<file path="config.mk">
export PLATFORM = sky130hd
export DESIGN_NAME = bk_pipe_adder
export DESIGN_NICKNAME = d
export VERILOG_FILES = /design/src/rtl/bk_pipe_adder.sv
export SDC_FILE = /design/constraint.sdc
export NUM_CORES = 1
export LEC_CHECK = 0
export CORE_UTILIZATION = 55
export CTS_CLUSTER_SIZE = 16
export DETAILED_ROUTE_END_ITERATION = 8
export MAX_ROUTING_LAYER = met4
export PLACE_DENSITY = 0.85
export SETUP_SLACK_MARGIN = 0.02
export SLEW_MARGIN = 20
export SYNTH_ARGS = -nofsm -noshare
export SYNTH_HDL_FRONTEND = slang
export SYNTH_SLANG_ARGS = --single-unit
</file>
<file path="constraint.sdc">
create_clock -name clk -period 5.15 [get_ports clk]
set_input_delay 1.03 -clock clk [delete_from_list [all_inputs] [get_ports clk]]
set_output_delay 1.03 -clock clk [all_outputs]
set_load 0.03 [all_outputs]
</file>
<file path="src/rtl/bk_pipe_adder.sv">
// bk_pipe_adder: two-stage pipelined Brent-Kung adder/subtractor with
// valid/ready flow control. S1 registers generate/propagate, the prefix
// tree sits between S1 and S2, S2 registers the result.
// Optional feature macro: BK_PIPE_FLAGS_EN adds registered ovf/zero outputs.
module bk_pipe_adder #(
    parameter int unsigned WIDTH = 32
) (
    input  logic             clk,
    input  logic             rst,
    input  logic             in_valid,
    output logic             in_ready,
    input  logic [WIDTH-1:0] inA,
    input  logic [WIDTH-1:0] inB,
    input  logic             cin,
    input  logic             sub,
    output logic             out_valid,
    input  logic             out_ready,
    output logic [WIDTH-1:0] sum,
    output logic             cout
`ifdef BK_PIPE_FLAGS_EN
    ,
    output logic             ovf,
    output logic             zero
`endif
);

    localparam int unsigned LOG = $clog2(WIDTH);

    if (WIDTH < 4 || WIDTH > 128 || (WIDTH & (WIDTH - 1)) != 0) begin : g_bad_width
        $error("bk_pipe_adder: WIDTH must be a power of two in 4..128");
    end

    logic             v1_q, v2_q;
    logic [WIDTH-1:0] g_q, p_q;
    logic             cin_q;
    logic [WIDTH-1:0] g_d, p_d;
    logic             adv1, adv2, accept;
    logic [WIDTH-1:0] gt, pt;
    logic [WIDTH-1:0] sum_d, sum_q;
    logic             cout_d, cout_q;

    // Flow control: a stage advances when it is empty or its consumer advances.
    always_comb begin
        adv2     = !v2_q || out_ready;
        adv1     = !v1_q || adv2;
        in_ready = adv1 && !rst;
        accept   = in_valid && in_ready;
    end

    // Operand mux and bitwise generate/propagate.
    always_comb begin
        g_d = inA & (sub ? ~inB : inB);
        p_d = inA ^ (sub ? ~inB : inB);
    end

    // S1 register: generate/propagate, carry-in and valid; holds when stalled.
    always_ff @(posedge clk) begin
        if (rst) begin
            v1_q  <= 1'b0;
            g_q   <= '0;
            p_q   <= '0;
            cin_q <= 1'b0;
        end else if (adv1) begin
            v1_q  <= accept;
            g_q   <= g_d;
            p_q   <= p_d;
            cin_q <= cin;
        end
    end

    // Brent-Kung prefix over {g[W-2:0],cin}/{p[W-2:0],1}; gt[i] ends as the carry into bit i.
    // Up-sweep combines at positions i+1 = k*2^(l+1); down-sweep fills the odd midpoints.
    always_comb begin
        gt = {g_q[WIDTH-2:0], cin_q};
        pt = {p_q[WIDTH-2:0], 1'b1};
        for (int unsigned l = 0; l < LOG; l++) begin
            for (int unsigned i = 0; i < WIDTH; i++) begin
                if (((i + 1) % (32'd1 << (l + 1))) == 0) begin
                    gt[i] = gt[i] | (pt[i] & gt[i - (32'd1 << l)]);
                    pt[i] = pt[i] & pt[i - (32'd1 << l)];
                end
            end
        end
        for (int unsigned l = LOG - 1; l > 0; l--) begin
            for (int unsigned i = 0; i < WIDTH; i++) begin
                if (((i + 1) % (32'd1 << l)) == (32'd1 << (l - 1)) && i >= (32'd1 << l)) begin
                    gt[i] = gt[i] | (pt[i] & gt[i - (32'd1 << (l - 1))]);
                end
            end
        end
    end

    // Result and carry-out from the prefix carries.
    always_comb begin
        sum_d  = p_q ^ gt;
        cout_d = g_q[WIDTH-1] | (p_q[WIDTH-1] & gt[WIDTH-1]);
    end

    // S2 register: result, carry-out and valid; holds when stalled.
    always_ff @(posedge clk) begin
        if (rst) begin
            v2_q   <= 1'b0;
            sum_q  <= '0;
            cout_q <= 1'b0;
        end else if (adv2) begin
            v2_q   <= v1_q;
            sum_q  <= sum_d;
            cout_q <= cout_d;
        end
    end

`ifdef BK_PIPE_FLAGS_EN
    logic ovf_q, zero_q;

    // Flags registered alongside the sum: signed overflow and zero result.
    always_ff @(posedge clk) begin
        if (rst) begin
            ovf_q  <= 1'b0;
            zero_q <= 1'b0;
        end else if (adv2) begin
            ovf_q  <= gt[WIDTH-1] ^ cout_d;
            zero_q <= ~|sum_d;
        end
    end

    assign ovf  = ovf_q;
    assign zero = zero_q;
`endif

    assign out_valid = v2_q;
    assign sum       = sum_q;
    assign cout      = cout_q;

endmodule

</file>
==> impl_metrics.toml <==
[finish]
diodes = 0
drive_gt1_share_pct = 4.558
finalNonFillerCells = 810
area_growth_pct = 26.03
final_area_um2 = 6210
nets = 816

[timing]
min_period_over_period_pct = 71.51
tns_ns = 0
worst_slew_pin_slew_ns = 1.008
relSlewSlack_pct = 32.81
setup_viol = 0
setup_slack_ns = 1.467
holdWs_ns = 0.4550
timing.final.crit_period_ns = 3.683
rsz0062_at_grt = "no"
maxSlewViolCount = 0
fin_skew_ns = 0.01464
finalHoldViolCount = 0
max_freq_mhz = 271.5

[global_routing]
grt_overflow_total = 0
grt.total_usage_pct = 25.55
grt_max_degree = 101
antenna_found_initial = 0
grt_pass1_wl_um = 19310
grt_pass1_vias = 4357

[cts]
ctsRootBufferMaster = "clkbuf_8"
cts_hold_buffers = 0
cts_setup_buffers = 0
insertion_delay_ns = 0.36
cts_sinks = 100
max-clock-path-buffers = 2
cts_buffers = 9
ctsResizeCount = 0
htreeDepth = 3
path_clk_slew_ns = 0.10
cts_tree = "yes"

[synth]
synth_top_family_by_area = "simple AND/OR/NAND/NOR gates"
synth_area_per_cell_um2 = 7.999
synth_async_sr_flop_share_pct = 0
synth_compound_area_share_pct = 17.65
synthAdderAreaFrac_pct = 12.44
synthXorXnorAreaFrac_pct = 5.688
syn_nets = 735
yosys_warnings = 0
ys_ff_latch = 100
synth_top_flop_cell = "dfxtp_1"
synth_cell_types = 38
synth_edf_count = 0
netlist_instances = 616
seq_area_frac_synth_pct = 40.63
synthMuxAreaShare_pct = 0
synth_area_um2 = 4927
synthSimpleGateAreaFrac_pct = 20.57

[setup_path]
worstPathCellList = "clkdlybuf4s50_1 > nor2b_2 > and2_2 > nor2_1 > clkdlybuf4s50_1"
critPathRequiredTime_ns = 4.12
critPathLaunch = "out_ready"
critPathLaunchType = "primary input"
worstPathArrival_ns = 2.65
worst_path_max_delay_cell = "clkdlybuf4s50_1"
worstSetupPathType = "primary input to output port"
cp_max_fo = 2
crit_top_cell = "clkdlybuf4s50_1"
r2r_start = "p_q[0]$_SDFFE_PP0N_"
critPathMaxStageDelay_ns = 0.71
endpoint_kind = "output port"

[outcome]
status = "completed"

[route]
drt-total-wl_um = 11320
drt-wirelength-per-cell_um = 13.98
drt_iter0_drc = 176
route.vias.total = 4426
vias_per_cell = 5.464
drc = 0
first_pass_iters = 6
ant_nets = 0

[die]
core_area_um2 = 8678
die_area_um2 = 9341
ios = 105
die_w_um = 96.65
row_count = 34
die_y_um = 96.65
initial_utilization_pct = 56.78

[power]
p_sw_share_pct = 28.59
power.density_nw_per_um2 = 299.6
leakage_nw = 2.703
p_seq_share_pct = 48.7
p_comb_share_pct = 21.7
peakVddDrop_v = 0.0001666
p_switching_uw = 531.8
pwr-share-clk_pct = 29.6
power.internal_mw = 1.328

[hold_path]
hold_path_class = "flip-flop to flip-flop"
hp-start = "sum[23]$_SDFFE_PP0P_"

[placed_design]
place_area_um2 = 5992
dpl_worst_slack_ns = 1.480
dp_hpwl_um = 7571
place_congestion = 0.8505
placedCellCount = 794
port_buffers = 104

[flow_run]
drv_cap = 0
cells in the final DEF (no fill, tap or decap), types with 2 or more instances in the layout:
| cell type | instances |
|---|---|
| clkbuf_1 | 2 |
| nor2_1 | 12 |
| o21ai_0 | 18 |
| nand4_1 | 3 |
| nor3_1 | 2 |
| dfxtp_1 | 100 |
| clkdlybuf4s50_1 | 102 |
| or3_1 | 15 |
| ha_1 | 49 |
| buf_4 | 5 |
| nand2_1 | 185 |
| bufinv_16 | 2 |
| a21o_1 | 13 |
| a21oi_1 | 106 |
| nand3_1 | 18 |
| clkbuf_8 | 10 |
| xor2_1 | 32 |
| a211oi_1 | 2 |
per-stage QoR:
stage | power [mW] | util (%)
CTS | 1.865 | 71.55
floorplan | 1.153 | -
finish | 1.860 | 71.55
global placement | 1.308 | 68.99
global route | 1.949 | 71.55
detailed placement | 1.323 | 69.05
cell families (layout without fill, tap and decap cells):
family,after synthesis,in the layout
compound gates,152,152
buf+inv,39,125
flops,100,100
fa+ha+maj,49,49
xor+xnor,32,32
simple gates,244,244
critical path, delay by kind of cell:
family	cells	cell delay [ns]
buffers and inverters	2	1.21
AND/OR/NAND/NOR	3	0.41
power groups by stage:
stage	Sequential (mW)	Combinational [mW]	Clock, mW
floorplan	0.963	0.190	0
finish	0.905	0.404	0.551
global placement	0.916	0.392	0
global route	0.916	0.446	0.587
CTS	0.904	0.406	0.555
detailed placement	0.921	0.402	0
state kept, by name, summed over array words and instances, names as in the netlist:
register	flops
cout	1
p_q	32
v1_q	1
cin_q	1
sum	32
out_valid	1
g_q	32
final timing paths:
kind | cells past startpoint | slack (ns) | to
worst min-delay path | 2 | 0.46 | sum[23]$_SDFFE_PP0P_
worst min register to register | 2 | 0.46 | sum[23]$_SDFFE_PP0P_
worst max-delay path | 5 | 1.47 | in_ready
worst max register to register | 12 | 2.22 | sum[22]$_SDFFE_PP0P_
Yosys cell counts, types with 2 or more instances:
master	instances	area share [%]
nor3_1	2	0.20
a21o_1	13	2.0
nand2_1	186	14
xor2_1	32	5.7
o21ai_0	18	1.8
buf_2	2	0.20
clkbuf_1	33	2.5
a21oi_1	106	11
nand4_1	3	0.38
nand3_1	18	1.8
a211oi_1	2	0.30
nor2_1	12	0.91
buf_1	3	0.23
ha_1	49	12
dfxtp_1	100	41
or3_1	15	1.9
per-layer routing:
layer | wire [µm] | GRT usage, %
met3 | 494 | 3.324
met4 | 204 | 9.874
met1 | 4914 | 30.03
met2 | 5709 | 44.31
met5 | 0 | -
final cells by class:
class,count,area (µm²)
fillers,657,2469
repair buffers,108,1064
flip-flops and latches,100,2002
clock inverters,4,72.57
clock buffers,12,145.1
multi-input cells,477,2788
well taps,108,135.1
inverters,1,3.754
Power figures use the tool's default switching activity.
